[config.mk]
export PLATFORM = sky130hd
export DESIGN_NAME = vrom_bus_sequencer_flat
export DESIGN_NICKNAME = d
export VERILOG_FILES = /design/src/rtl/vrom_seq_pkg.sv /design/src/rtl/vrom_bus_sequencer_if.sv /design/src/rtl/vrom_rr_arbiter.sv /design/src/rtl/vrom_bus_sequencer.sv /design/src/flat_wrapper.sv
export SDC_FILE = /design/constraint.sdc
export NUM_CORES = 1
export LEC_CHECK = 0
export CAP_MARGIN = 10
export CORE_MARGIN = 3
export CORE_UTILIZATION = 45
export CTS_CLUSTER_SIZE = 28
export DETAILED_ROUTE_END_ITERATION = 10
export GPL_TIMING_DRIVEN = 0
export PLACE_DENSITY_LB_ADDON = 0.12
export SETUP_SLACK_MARGIN = 0.1
export SYNTH_ARGS = -nofsm -noshare
export SYNTH_HDL_FRONTEND = slang
export SYNTH_SLANG_ARGS = --single-unit
[constraint.sdc]
create_clock -name CLK_8M -period 4.9 [get_ports CLK_8M]
set_input_delay 0.735 -clock CLK_8M [delete_from_list [all_inputs] [get_ports CLK_8M]]
set_output_delay 0.735 -clock CLK_8M [all_outputs]
set_load 0.05 [all_outputs]
[src/rtl/vrom_seq_pkg.sv]
`default_nettype none
// ============================================================================
// vrom_seq_pkg : shared types and field widths for the V ROM bus sequencer
// Revision     : 1.0
// ============================================================================
package vrom_seq_pkg;

   typedef enum logic [2:0] {
      S_IDLE      = 3'd0,
      S_ALO       = 3'd1,
      S_ALO_LATCH = 3'd2,
      S_AHI       = 3'd3,
      S_AHI_LATCH = 3'd4,
      S_READ      = 3'd5,
      S_DONE      = 3'd6
   } vrom_state_t;

   localparam int VROM_ADDR_W = 24;
   localparam int LO_W        = 10;
   localparam int HI_W        = 14;
   localparam int RAD_W       = 8;
   localparam int RA_L_W      = 2;
   localparam int RA_U_W      = 4;

endpackage
`default_nettype wire

[src/rtl/vrom_bus_sequencer_if.sv]
`default_nettype none
// ============================================================================
// vrom_bus_sequencer_if : channel request side and multiplexed V ROM bus
// Revision              : 1.0
// ============================================================================
interface vrom_bus_sequencer_if #(
   parameter int NUM_REQ = 6
);
   import vrom_seq_pkg::*;

   localparam int IDX_W = $clog2(NUM_REQ);

   logic [NUM_REQ-1:0]             REQ;
   logic [NUM_REQ*VROM_ADDR_W-1:0] REQ_ADDR;
   logic [NUM_REQ-1:0]             ACK;
   logic [RAD_W-1:0]               RD_DATA;
   logic [IDX_W-1:0]               GNT_IDX;
   logic                           BUSY;
   logic [RAD_W-1:0]               RAD_OUT;
   logic                           RAD_OE;
   logic [RAD_W-1:0]               RAD_IN;
   logic [RA_L_W-1:0]              RA_L;
   logic [RA_U_W-1:0]              RA_U;
   logic                           RMPX;
   logic                           nROE;

   modport master (
      input  REQ, REQ_ADDR, RAD_IN,
      output ACK, RD_DATA, GNT_IDX, BUSY, RAD_OUT, RAD_OE, RA_L, RA_U, RMPX, nROE
   );

   modport slave (
      output REQ, REQ_ADDR, RAD_IN,
      input  ACK, RD_DATA, GNT_IDX, BUSY, RAD_OUT, RAD_OE, RA_L, RA_U, RMPX, nROE
   );

endinterface
`default_nettype wire

[src/rtl/vrom_rr_arbiter.sv]
`default_nettype none
// ============================================================================
// vrom_rr_arbiter : combinational winner select; round-robin with a pointer
//                   register when VROM_SEQ_RR_EN is defined, else fixed priority
// Revision        : 1.0
// ============================================================================
module vrom_rr_arbiter #(
   parameter int NUM_REQ = 6
) (
   input  logic                       clk,
   input  logic                       rst,
   input  logic [NUM_REQ-1:0]         req,
   input  logic                       ptr_load,
   input  logic [$clog2(NUM_REQ)-1:0] ptr_val,
   output logic                       win_valid,
   output logic [$clog2(NUM_REQ)-1:0] win_idx
);

   localparam int IDX_W = $clog2(NUM_REQ);

`ifdef VROM_SEQ_RR_EN
   logic [IDX_W-1:0] ptr_q;
   logic [IDX_W-1:0] ptr_d;
   logic [31:0]      cand;

   always_comb begin
      ptr_d = ptr_load ? ptr_val : ptr_q;
   end

   // Reset to the last index so the first search after reset starts at 0.
   always_ff @(posedge clk or posedge rst) begin
      if (rst) begin
         ptr_q <= IDX_W'(NUM_REQ - 1);
      end else begin
         ptr_q <= ptr_d;
      end
   end

   always_comb begin
      win_valid = 1'b0;
      win_idx   = '0;
      cand      = 32'd0;
      for (int i = 0; i < NUM_REQ; i++) begin
         cand = (32'(ptr_q) + 32'(i) + 32'd1) % 32'(NUM_REQ);
         if (!win_valid && req[IDX_W'(cand)]) begin
            win_valid = 1'b1;
            win_idx   = IDX_W'(cand);
         end
      end
   end
`else
   logic unused_ptr;

   // Descending scan so the lowest set index is the one left standing.
   always_comb begin
      win_valid = 1'b0;
      win_idx   = '0;
      for (int i = NUM_REQ - 1; i >= 0; i--) begin
         if (req[i]) begin
            win_valid = 1'b1;
            win_idx   = IDX_W'(i);
         end
      end
   end

   assign unused_ptr = &{1'b0, clk, rst, ptr_load, ptr_val};
`endif

endmodule
`default_nettype wire

[src/rtl/vrom_bus_sequencer.sv]
`default_nettype none
// ============================================================================
// vrom_bus_sequencer : arbitrates channel fetches and runs the two-phase
//                      RMPX address multiplex plus nROE read on the V ROM bus
//                      (VROM_SEQ_RR_EN selects round-robin arbitration)
// Revision           : 1.0
// ============================================================================
module vrom_bus_sequencer #(
   parameter int NUM_REQ  = 6,
   parameter int READ_CYC = 2
) (
   input  logic                  CLK_8M,
   input  logic                  RESET,
   vrom_bus_sequencer_if.master  bus
);
   import vrom_seq_pkg::*;

   localparam int             IDX_W     = $clog2(NUM_REQ);
   localparam logic [3:0]     READ_LAST = 4'(READ_CYC - 1);

   vrom_state_t               state_q, state_d;
   logic [VROM_ADDR_W-1:0]    addr_q, addr_d;
   logic [3:0]                cnt_q, cnt_d;
   logic [IDX_W-1:0]          gnt_idx_q, gnt_idx_d;
   logic [NUM_REQ-1:0]        ack_q, ack_d;
   logic [RAD_W-1:0]          rd_data_q, rd_data_d;
   logic                      busy_q, busy_d;
   logic [RAD_W-1:0]          rad_out_q, rad_out_d;
   logic                      rad_oe_q, rad_oe_d;
   logic [RA_L_W-1:0]         ra_l_q, ra_l_d;
   logic [RA_U_W-1:0]         ra_u_q, ra_u_d;
   logic                      rmpx_q, rmpx_d;
   logic                      nroe_q, nroe_d;

   logic [LO_W-1:0]           lo_half;
   logic [HI_W-1:0]           hi_half;
   logic                      win_valid;
   logic [IDX_W-1:0]          win_idx;
   logic [VROM_ADDR_W-1:0]    req_addr_a [NUM_REQ];

   generate
      for (genvar g = 0; g < NUM_REQ; g++) begin : g_addr_unpack
         assign req_addr_a[g] = bus.REQ_ADDR[g*VROM_ADDR_W +: VROM_ADDR_W];
      end
   endgenerate

   vrom_rr_arbiter #(
      .NUM_REQ   (NUM_REQ)
   ) u_arb (
      .clk       (CLK_8M),
      .rst       (RESET),
      .req       (bus.REQ),
      .ptr_load  (state_q == S_DONE),
      .ptr_val   (gnt_idx_q),
      .win_valid (win_valid),
      .win_idx   (win_idx)
   );

   always_comb begin
      state_d   = state_q;
      addr_d    = addr_q;
      cnt_d     = cnt_q;
      gnt_idx_d = gnt_idx_q;
      rd_data_d = rd_data_q;
      ack_d     = '0;
      rad_out_d = rad_out_q;
      rad_oe_d  = 1'b0;
      ra_l_d    = ra_l_q;
      ra_u_d    = ra_u_q;
      rmpx_d    = 1'b0;
      nroe_d    = 1'b1;

      case (state_q)
         S_IDLE: begin
            if (win_valid) begin
               state_d   = S_ALO;
               gnt_idx_d = win_idx;
               addr_d    = req_addr_a[win_idx];
            end
         end
         S_ALO:       state_d = S_ALO_LATCH;
         S_ALO_LATCH: state_d = S_AHI;
         S_AHI:       state_d = S_AHI_LATCH;
         S_AHI_LATCH: begin
            state_d = S_READ;
            cnt_d   = 4'd0;
         end
         S_READ: begin
            if (cnt_q == READ_LAST) begin
               state_d   = S_DONE;
               rd_data_d = bus.RAD_IN;
            end else begin
               cnt_d = cnt_q + 4'd1;
            end
         end
         S_DONE:  state_d = S_IDLE;
         default: state_d = S_IDLE;
      endcase

      // Outputs are decoded from the next state so every pin comes straight from a flop.
      lo_half = addr_d[LO_W-1:0];
      hi_half = addr_d[VROM_ADDR_W-1:LO_W];
      busy_d  = (state_d != S_IDLE);

      case (state_d)
         S_ALO, S_ALO_LATCH: begin
            rad_oe_d  = 1'b1;
            rad_out_d = lo_half[RAD_W-1:0];
            ra_l_d    = lo_half[LO_W-1:RAD_W];
            rmpx_d    = (state_d == S_ALO_LATCH);
         end
         S_AHI, S_AHI_LATCH: begin
            rad_oe_d  = 1'b1;
            rad_out_d = hi_half[RAD_W-1:0];
            ra_l_d    = hi_half[RAD_W+RA_L_W-1:RAD_W];
            ra_u_d    = hi_half[HI_W-1:RAD_W+RA_L_W];
            rmpx_d    = (state_d == S_AHI);
         end
         S_READ: nroe_d = 1'b0;
         S_DONE: begin
            for (int i = 0; i < NUM_REQ; i++) begin
               ack_d[i] = (gnt_idx_d == IDX_W'(i));
            end
         end
         default: ;
      endcase
   end

   always_ff @(posedge CLK_8M or posedge RESET) begin
      if (RESET) begin
         state_q   <= S_IDLE;
         addr_q    <= '0;
         cnt_q     <= '0;
         gnt_idx_q <= '0;
         ack_q     <= '0;
         rd_data_q <= '0;
         busy_q    <= 1'b0;
         rad_out_q <= '0;
         rad_oe_q  <= 1'b0;
         ra_l_q    <= '0;
         ra_u_q    <= '0;
         rmpx_q    <= 1'b0;
         nroe_q    <= 1'b1;
      end else begin
         state_q   <= state_d;
         addr_q    <= addr_d;
         cnt_q     <= cnt_d;
         gnt_idx_q <= gnt_idx_d;
         ack_q     <= ack_d;
         rd_data_q <= rd_data_d;
         busy_q    <= busy_d;
         rad_out_q <= rad_out_d;
         rad_oe_q  <= rad_oe_d;
         ra_l_q    <= ra_l_d;
         ra_u_q    <= ra_u_d;
         rmpx_q    <= rmpx_d;
         nroe_q    <= nroe_d;
      end
   end

   assign bus.ACK     = ack_q;
   assign bus.RD_DATA = rd_data_q;
   assign bus.GNT_IDX = gnt_idx_q;
   assign bus.BUSY    = busy_q;
   assign bus.RAD_OUT = rad_out_q;
   assign bus.RAD_OE  = rad_oe_q;
   assign bus.RA_L    = ra_l_q;
   assign bus.RA_U    = ra_u_q;
   assign bus.RMPX    = rmpx_q;
   assign bus.nROE    = nroe_q;

endmodule
`default_nettype wire

[src/flat_wrapper.sv]
// flat-port wrapper written by rule: the top's interface ports become plain ports
module vrom_bus_sequencer_flat import vrom_seq_pkg::*;
#(
   parameter int NUM_REQ  = 6,
   parameter int READ_CYC = 2
)
  (CLK_8M, RESET, bus_REQ, bus_REQ_ADDR, bus_RAD_IN, bus_ACK, bus_RD_DATA, bus_GNT_IDX, bus_BUSY, bus_RAD_OUT, bus_RAD_OE, bus_RA_L, bus_RA_U, bus_RMPX, bus_nROE);
  vrom_bus_sequencer_if #(.NUM_REQ(NUM_REQ)) bus_i ();
  input  logic CLK_8M;
  input  logic RESET;
  input wire logic [$bits(bus_i.REQ)-1:0] bus_REQ;
  input wire logic [$bits(bus_i.REQ_ADDR)-1:0] bus_REQ_ADDR;
  input wire logic [$bits(bus_i.RAD_IN)-1:0] bus_RAD_IN;
  output wire logic [$bits(bus_i.ACK)-1:0] bus_ACK;
  output wire logic [$bits(bus_i.RD_DATA)-1:0] bus_RD_DATA;
  output wire logic [$bits(bus_i.GNT_IDX)-1:0] bus_GNT_IDX;
  output wire logic [$bits(bus_i.BUSY)-1:0] bus_BUSY;
  output wire logic [$bits(bus_i.RAD_OUT)-1:0] bus_RAD_OUT;
  output wire logic [$bits(bus_i.RAD_OE)-1:0] bus_RAD_OE;
  output wire logic [$bits(bus_i.RA_L)-1:0] bus_RA_L;
  output wire logic [$bits(bus_i.RA_U)-1:0] bus_RA_U;
  output wire logic [$bits(bus_i.RMPX)-1:0] bus_RMPX;
  output wire logic [$bits(bus_i.nROE)-1:0] bus_nROE;
  assign bus_i.REQ = bus_REQ;
  assign bus_i.REQ_ADDR = bus_REQ_ADDR;
  assign bus_i.RAD_IN = bus_RAD_IN;
  assign bus_ACK = bus_i.ACK;
  assign bus_RD_DATA = bus_i.RD_DATA;
  assign bus_GNT_IDX = bus_i.GNT_IDX;
  assign bus_BUSY = bus_i.BUSY;
  assign bus_RAD_OUT = bus_i.RAD_OUT;
  assign bus_RAD_OE = bus_i.RAD_OE;
  assign bus_RA_L = bus_i.RA_L;
  assign bus_RA_U = bus_i.RA_U;
  assign bus_RMPX = bus_i.RMPX;
  assign bus_nROE = bus_i.nROE;
  vrom_bus_sequencer #(.NUM_REQ(NUM_REQ), .READ_CYC(READ_CYC)) u_core (.CLK_8M(CLK_8M), .RESET(RESET), .bus(bus_i));
endmodule
==> flow_summary.ini, run 1 <==
[run_status]
outcome = completed

[grt]
grt_pass1_wl_mm = 22.1
grt_max_degree = 39
grt_pass1_vias = 4713
gr-total-overflow = 0
grt_antenna_before_repair = 0
grt_usage_pct = 27.1

[yosys]
synth_seq_cells = 66
synth_top_family_by_area = compound AO/OA/AOI/OAI gates
syn_nets = 631
async_flop_share_pct = 100
synth_compound_area_share_pct = 26.0
syn_inst = 469
syn_area_um2 = 4210
synth.distinct_cells = 47
yosys-mux-area-fraction_pct = 11.1
synth.avg_cell_area_um2 = 8.97
ys_warn_count = 0
synth-simple-area-share_pct = 17.3
seq_area_frac_synth_pct = 39.3
dominantRegCellSynth = dfrtp_1
synth-edff-count = 0
synth_fa_ha_area_share_pct = 0.595
synthXorXnorAreaFrac_pct = 0.416

[cells_and_area]
fillCellCount = 683
fin_util_pct = 73.0
finalNonFillerCells = 784
syn2layout_area_growth_pct = 54.3
drive_gt1_share_pct = 12.6
diodes = 0
nets = 834

[die]
dieArea_um2 = 10600
num_io_pins = 195
rows = 34
die_h_um = 103
core_um2 = 8890
initial_core_util_pct = 47.3
die_x_um = 103

[worst_setup_path]
path_cells = clkdlybuf4s50_1 > nand2b_1 > a221oi_4 > buf_6 > buf_2 > a211oi_1 > a311oi_1 > a21oi_1
crit_fanout = 10
cp-end-kind = flop
slowest_delay_ns = 0.49
worst-r2r-cell-count = 6
crit_path_start_kind = input pin
critPathSlowestCell = a311oi_1
cp.arrival_ns = 3.08
r2r-start = u_core.state_q[0]
crit_start = bus_REQ[4]
rr_endpoint = u_core.addr_q[9]
setup.worst_path.end = u_core.addr_q[8]
worstPathRequired_ns = 5.12
criticalPathCategory = input pin to flop
r2r_setup_slack_ns = 2.74

[place]
dp.final_hpwl_mm = 11.6
gp_congestion = 0.862
dp.cells = 769
port_buffers = 191

[sta]
finalMaxSlewViolations = 0
fin_crit_sh_pct = 58.6
tightest_slew_ns = 0.596
setup_tns_ns = 0
hold_violations = 0
finalSetupViolations = 0
finClkSkew_ns = 0.00873
fmax_mhz = 348
period_minus_slack_ns = 2.87
max_slew_margin_pct = 60.2
rsz0062_at_grt = no

[cts]
cts_tree = built
clk_path_buf_depth = 2
root_buffer = clkbuf_8
clock-sinks = 66
cts-resized-gates = 0
numCtsBuffers = 9
cts_hold_buf = 0
clk_latency_ns = 0.35
clk_pin_slew_ns = 0.07
postCtsSetupRepairBufs = 0
h-tree-depth = 3

[pwr]
pwr-share-clk_pct = 16.5
power_density_nw_per_um2 = 472
p_int_mw = 1.72
seq_power_share_pct = 30.5
switchingPower_mw = 1.34
leakagePower_nw = 2.43
p_comb_share_pct = 53.1
ir_worst_vdd_uv = 239
switching_share_pct = 43.8

[detailed_routing]
drtAntennaViolNets = 0
wl_per_cell_um = 18.4
first_pass_iters = 7
drcViolationCount = 0
num_vias = 4619
via_per_inst = 5.89
drt_first_iter_violations = 321
wl_mm = 14.4

[run]
max_cap_viol_count = 0

[min_path]
whs_path_depth = 1
hold_path.class = flop to flop
Yosys cell counts, types with 4 or more instances:
library cell | count | share of area (%)
nand4_1 | 4 | 0.59
nand2_1 | 34 | 3.0
buf_6 | 4 | 1.1
or2_2 | 4 | 0.59
nand3_1 | 27 | 3.2
nor3_1 | 5 | 0.59
clkbuf_1 | 20 | 1.8
a311oi_1 | 5 | 1.0
nor2_1 | 44 | 3.9
mux2_2 | 36 | 9.6
inv_1 | 6 | 0.54
or3_1 | 19 | 2.8
nand2b_1 | 4 | 0.59
mux2i_1 | 6 | 1.4
o2111ai_1 | 14 | 2.9
a31oi_1 | 18 | 2.7
a211oi_1 | 14 | 2.5
buf_2 | 10 | 1.2
o22ai_1 | 27 | 4.0
o21ai_0 | 32 | 3.8
a21oi_1 | 32 | 3.8
dfrtp_1 | 65 | 39
a21boi_1 | 4 | 0.71
registers in the layout, indices dropped and copies added (netlist names), 2 cells and up:
signal              cells
u_core.cnt_q            4
u_core.state_q          3
u_core.bus.RA_L         2
u_core.addr_q          24
u_core.bus.ACK          6
u_core.bus.GNT_IDX      3
u_core.bus.RA_U         4
u_core.bus.RAD_OUT      8
u_core.bus.RD_DATA      8
logic make-up (layout without fill, tap and decap cells):
family / after synthesis / in the layout
and+or+nand+nor: 151 / 151
buffers and inverters: 47 / 254
DFF: 66 / 66
AOI/OAI and AO/OA: 159 / 159
xor gates and xnor gates: 2 / 2
muxes: 42 / 42
adders and majority gates: 2 / 2
cells in the final DEF, fill, tap and decap left out, types with 3 or more instances in the layout:
cell type	count
a2111oi_4	3
a211oi_1	14
a21boi_1	4
a21oi_1	32
a311oi_1	5
a31oi_1	18
buf_1	3
buf_2	10
buf_6	4
clkbuf_1	21
clkbuf_8	10
clkdlybuf4s50_1	191
dfrtp_1	65
inv_1	5
mux2_2	36
mux2i_1	6
nand2_1	34
nand2b_1	4
nand3_1	27
nand4_1	4
nor2_1	44
nor3_1	5
nor3b_1	3
o2111ai_1	14
o21ai_0	32
o22ai_1	27
or2_2	4
or3_1	19
area by class of cell:
cell class | count | area, um^2 | share of cell area, %
clock buffer | 11 | 141 | 2.18
timing repair buffer | 192 | 1930 | 29.7
sequential | 66 | 1650 | 25.5
tap | 108 | 135 | 2.08
inverter | 8 | 30.0 | 0.462
clock inverter | 4 | 76.3 | 1.18
multi-input combinational | 356 | 2330 | 35.9
buffer | 39 | 196 | 3.03
worst min-delay path by stage:
stage | start | endpoint
5_1_grt | u_core.bus.RD_DATA[1] | u_core.bus.RD_DATA[1]
2_1_floorplan | u_core.addr_q[3] | u_core.addr_q[3]
3_5_place_dp | u_core.addr_q[9] | u_core.addr_q[9]
3_3_place_gp | u_core.addr_q[3] | u_core.addr_q[3]
6_report | u_core.bus.RD_DATA[1] | u_core.bus.RD_DATA[1]
4_1_cts | u_core.bus.RD_DATA[1] | u_core.bus.RD_DATA[1]
worst max-delay path: cells and delay by family:
kind            cells  cell delay (ns)
buf+inv             3             0.87
simple gates        1             0.32
compound gates      4             1.15
metrics by stage:
stage               setup slack (ns)  power, mW  instance area, um^2  hold WS, ns
floorplan                       2.51       1.96                 4210        0.450
global placement                1.51       2.49                 6260        0.475
detailed placement              1.69       2.56                 6280        0.479
CTS                             2.06       3.06                 6490        0.511
global route                    1.94       3.23                 6490        0.522
finish                          2.03       3.06                 6490        0.509
layer usage:
layer  GRT usage [%]  share of wire, %  up-vias
li1                -                 -     2183
met1            31.6                40     2186
met2            49.3                51      220
met3            4.26               6.4       30
met4            10.7               2.3        0
met5               0                 0        -
power groups by stage:
stage | clock [mW] | combinational (mW) | sequential [mW]
2_1_floorplan | 0 | 0.670 | 1.29
3_3_place_gp | 0 | 1.57 | 0.921
3_5_place_dp | 0 | 1.62 | 0.938
4_1_cts | 0.505 | 1.62 | 0.929
5_1_grt | 0.528 | 1.74 | 0.959
6_report | 0.504 | 1.63 | 0.934
No activity file was read; power rests on OpenSTA's default activity.
==> run 2: changes to the inputs <==
Settings changed: CORE_UTILIZATION 45 to 38.
Clock period 4.9 ns to 2.4 ns, I/O delays scaled along.
==> run 2 against run 1 <==
  * Die area up 17%
  * Register-to-register slack worse by 2.5 ns
  * Clock-buffer cell count down 2
  * Utilization is 11 points lower
  * Clock power grew 88%
  * Final cell count grew 4.1%
==> flow_summary.ini, run 2 (same netlist as run 1, synthesis figures left out) <==
[worst_setup_path]
crit_fanout = 10
slowest_delay_ns = 0.47
cpLargestDelayFamily = buffers and inverters
critPathSlowestCell = clkdlybuf4s50_1
crit_path_start_kind = input pin
worstPathRequired_ns = 2.66
cp_num_buf_inv = 3
criticalPathCategory = input pin to flop
cp_common_cell = clkbuf_1
cp.arrival_ns = 2.43
cp-end-kind = flop
path_cells = clkdlybuf4s50_1 > or2_2 > clkbuf_1 > nand2_1 > clkbuf_1 > o2111ai_1 > a31oi_1

[cells_and_area]
top_register = u_core.addr_q
nets = 837
layout_common_cells = 190 x clkdlybuf4s50_1, 65 x dfrtp_1, 44 x nor2_1
fillCellCount = 944
syn2layout_area_growth_pct = 56.5
mostFrequentLayoutCell = clkdlybuf4s50_1
diodes = 0
drive_gt1_share_pct = 14.1
finalNonFillerCells = 816
largest_register_ffs = 24
final_area_um2 = 6590

[die]
die_h_um = 111
initial_core_util_pct = 39.9
dieArea_um2 = 12400
num_io_pins = 195
core_um2 = 10600
die_x_um = 111
rows = 37

[sta]
fin_crit_sh_pct = 90.2
finClkSkew_ns = 0.0104
period_minus_slack_ns = 2.16
fin_ws_ns = 0.235
hold_violations = 0
tightest_slew_ns = 0.702
max_slew_margin_pct = 53.1
fmax_mhz = 462
finalMaxSlewViolations = 0
finalSetupViolations = 0
rsz0062_at_grt = yes

[place]
dpl-instance-area_um2 = 6310
gp_congestion = 0.864
port_buffers = 191
dp.cells = 797
dp.final_hpwl_mm = 11.6
post-place-ws_ns = -0.458

[detailed_routing]
via_per_inst = 5.47
num_vias = 4464
drtAntennaViolNets = 0
wl_mm = 14.1
drcViolationCount = 0
wl_per_cell_um = 17.3
first_pass_iters = 5
drt_first_iter_violations = 194

[pwr]
power_density_nw_per_um2 = 933
leakagePower_nw = 2.46
ir_worst_vdd_uv = 674

[grt]
grt_pass1_vias = 4496
grt_antenna_before_repair = 0
grt_usage_pct = 22.2
grt_pass1_wl_mm = 22.3
gr-total-overflow = 0
grtUsageMet1_pct = 28.2
grt_max_degree = 35
use_met3_pct = 4.69
met2_usage_pct = 38.5
top_usage_layer = met2

[min_path]
hold_path.class = input pin to asynchronous set/reset pin

[run_status]
outcome = completed

[cts]
clk_latency_ns = 0.34
cts_tree = built
cts_hold_buf = 0
root_buffer = clkbuf_8
clock-sinks = 66
clk_path_buf_depth = 2
h-tree-depth = 3
numCtsBuffers = 9
clk_pin_slew_ns = 0.08

[run]
max_cap_viol_count = 0
-- run 2: cell types whose count changed in the layout (fill, tap and decap cells not counted), moves of 2 or more --
cell,previous run,this run
o21ai_1,0,2
o21ai_0,32,30
inv_6,0,2
buf_4,2,5
clkbuf_4,0,2
a311oi_2,0,4
a311oi_1,5,1
buf_2,10,8
-- run 2: worst reg2reg max path: stages, from the launching register on --
cell and delay [ns]:
dfrtp_1 0.37, clkbuf_1 0.20, or3_1 0.42, a21oi_2 0.37
clkbuf_1 0.48, a21oi_1 0.15
-- run 2: power by group --
group | internal [mW] | leakage [nW] | switching, mW
logic | 1.31 | 1.59 | 1.99
clock network | 0.486 | 0.0962 | 0.462
registers | 1.60 | 0.776 | 0.291
total | 3.40 | 2.46 | 2.75
-- run 2: path summary, 6_finish.rpt --
path | from | to | slack (ns) | cells past startpoint
hold reg to reg | u_core.addr_q[3] | u_core.addr_q[3] | 0.50 | 2
hold / removal | RESET | u_core.bus.RA_U[3] | 0.45 | 2
max in group asynchronous | RESET | u_core.bus.nROE | 1.26 | 3
setup reg to reg | u_core.state_q[0] | u_core.addr_q[8] | 0.29 | 5
min in group CLK_8M | u_core.addr_q[3] | u_core.addr_q[3] | 0.50 | 2
setup / recovery | bus_REQ[5] | u_core.addr_q[22] | 0.24 | 7
-- run 2: area by class of cell --
type                            count  area [um^2]  area share (%)
Multi-Input combinational cell    356         2380            36.1
Timing Repair Buffer              195         1960            29.7
Sequential cell                    66         1650            25.1
Buffer                             39          203            3.08
Tap cell                          136          170            2.58
Clock buffer                        9          124            1.88
Clock inverter                      7         76.3            1.16
Inverter                            8         30.0           0.456
-- run 2: through the flow --
stage               setup TNS (ns)  power, mW  hold WS (ns)  utilization, %
floorplan                        0       4.01         0.450               -
global placement            -49.84       5.12         0.479            59.6
detailed placement           -9.36       5.21         0.481            59.8
CTS                              0       6.17         0.467            62.2
global route                     0       6.53         0.495            62.4
finish                           0       6.15         0.449            62.4
-- run 2: what timing repair did --
| item | CTS | global route |
|---|---|---|
| endpoints found under the setup margin | 20 | 29 |
| pin swaps | 1 | 5 |
| gates resized for setup | 8 | 6 |
| setup buffers | 2 | 1 |
-- run 2: layer usage --
layer  routed length [um]  part of all wire, %  up-vias
met5                    0                    0        -
met4                  172                  1.2        0
met3                  990                  7.0       13
met2                 7040                   50      173
met1                 5900                   42     2104
li1                     -                    -     2174
==> run 3: changes to the inputs <==
Settings changed: CORE_UTILIZATION 38 to 37, SLEW_MARGIN from default to 0, SYNTH_HIERARCHICAL from default to 1, TNS_END_PERCENT from default to 1.
==> run 3 against run 2 <==
  * Clock power shrank 11%
  * Area after synthesis down 8.0%
  * Via count shrank 13%
  * First-iteration DRC count grew 3.6%
  * Final cell count shrank 12%
  * Flip-flop and latch count unchanged
  * Synthesized cell count down 21%
  * Critical endpoint is now u_core/addr_q[13]
  * Largest cell class is now buffers
  * Largest power group unchanged
  * Highest routed layer unchanged
==> flow_summary.ini, run 3 <==
[cts]
h-tree-depth = 3
root_buffer = clkbuf_8
numCtsBuffers = 9
clk_pin_slew_ns = 0.07
clk_latency_ns = 0.33
cts_tree = built
clk_path_buf_depth = 2
clock-sinks = 66

[sta]
fin_crit_sh_pct = 96.5
finalMaxSlewViolations = 0
period_minus_slack_ns = 2.32
hold_violations = 0
fmax_mhz = 432
max_slew_margin_pct = 56.4
finClkSkew_ns = 0.00808
fin_ws_ns = 0.0846
rsz0062_at_grt = yes
holdWs_ns = 0.443
setup_tns_ns = 0
tightest_slew_ns = 0.652
finalSetupViolations = 0

[run_status]
outcome = completed

[detailed_routing]
routed.top_layer = met4
drt_first_iter_violations = 201
wl_met1_mm = 5.09
drtAntennaViolNets = 0
num_vias = 3865
drcViolationCount = 0
met3_length_mm = 1.04
wl_mm = 13.4
wl_per_cell_um = 18.7
wl_met2_mm = 7.08
first_pass_iters = 4
via_per_inst = 5.37

[cells_and_area]
syn2layout_area_growth_pct = 62.7
largest_register_ffs = 24
fillCellCount = 844
final_area_um2 = 6300
mostFrequentLayoutCell = clkdlybuf4s50_1
diodes = 0
layout_common_cells = 188 x clkdlybuf4s50_1, 65 x dfrtp_1, 59 x nor2_1
drive_gt1_share_pct = 17.2
top_register = u_core/addr_q
nets = 744
fin_util_pct = 63.3

[worst_setup_path]
cp-end-kind = flop
crit_path_start_kind = input pin
cp.arrival_ns = 2.52
worstPathRequired_ns = 2.61
crit_fanout = 10
criticalPathCategory = input pin to flop

[yosys]
ys_warn_count = 6
syn_nets = 532
synth.avg_cell_area_um2 = 10.5
syn_area_um2 = 3870
syn_inst = 370

[place]
dp.final_hpwl_mm = 10.7
post-place-ws_ns = -0.811
gp_congestion = 0.845
port_buffers = 194
dpl-instance-area_um2 = 6010

[grt]
grt_antenna_before_repair = 0
grt_max_degree = 37
grt_usage_pct = 22.7
grt_pass1_vias = 4078
grt_pass1_wl_mm = 20.5
gr-total-overflow = 0

[pwr]
power_density_nw_per_um2 = 996
ir_worst_vdd_uv = 680
leakagePower_nw = 2.53

[die]
die_x_um = 108
initial_core_util_pct = 38.9
dieArea_um2 = 11700
num_io_pins = 195
rows = 36
die_h_um = 108
core_um2 = 9950

[min_path]
hold_path.class = input pin to asynchronous set/reset pin

[run]
max_cap_viol_count = 0
[run 3: cell types whose count changed in the layout (fill, tap and decap cells not counted), moves of 12 or more]
cell / change
a211oi_1: -14
a21oi_1: -13
a31oi_1: -18
mux4_2: +18
nand3_1: -23
nor2_1: +15
o21ai_0: -12
o22ai_1: -17
or3_1: -14
[run 3: what timing repair did]
item,CTS,global route
endpoints found under the setup margin,42,20
endpoints found under the hold margin,0,0
pin swaps,4,3
gates cloned,1,0
buffers inserted,5,0
hold buffers,0,0
resized for setup,25,4
[run 3: report_power, final]
group	internal [mW]	leakage [nW]	total (mW)	switching [mW]
registers	1.61	0.777	1.94	0.327
clock network	0.457	0.0965	0.846	0.389
logic	1.41	1.66	3.49	2.09
total	3.47	2.53	6.27	2.80
[run 3: final timing paths]
path / from / to / slack, ns / depth (start not counted)
worst max-delay path: bus_REQ[4] / u_core/addr_q[13] / 0.08 / 9
worst max register to register: u_core/state_q[1] / u_core/addr_q[13] / 0.30 / 5
worst min-delay path: RESET / u_core/bus.RD_DATA[6] / 0.44 / 2
min in group CLK_8M: u_core/addr_q[20] / u_core/bus.RA_U[0] / 0.47 / 2
worst min register to register: u_core/addr_q[20] / u_core/bus.RA_U[0] / 0.47 / 2
max in group asynchronous: RESET / u_core/addr_q[12] / 1.34 / 3
[run 3: layer usage]
| metal | up-vias | track usage [%] |
|---|---|---|
| met1 | 1875 | 27.0 |
| met5 | - | 0 |
| li1 | 1798 | - |
| met2 | 174 | 41.3 |
| met3 | 18 | 4.90 |
| met4 | 0 | 6.49 |
[run 3: critical path, stage by stage]
cell,delay [ns]
dlygate4sd2_1,0.24
nand2b_4,0.14
a221oi_4,0.36
buf_6,0.19
buf_4,0.22
buf_4,0.23
mux2_2,0.37
a221oi_2,0.33
nor2_1,0.07
[run 3: stage by stage]
step / cells / power [mW]
detailed placement: 698 / 5.36
global placement: 697 / 5.25
floorplan: 370 / 4.10
CTS: 720 / 6.28
finish: 720 / 6.27
global route: 720 / 6.66
[run 3: cell type report]
type                            count  area, um^2  area share (%)
Multi-Input combinational cell    270        2120            33.7
Timing Repair Buffer              201        2000            31.8
Sequential cell                    66        1650            26.2
Clock buffer                       14         173            2.74
Tap cell                          133         166            2.64
Buffer                             27         146            2.32
Inverter                            7        27.5           0.437
Clock inverter                      2        10.0           0.159
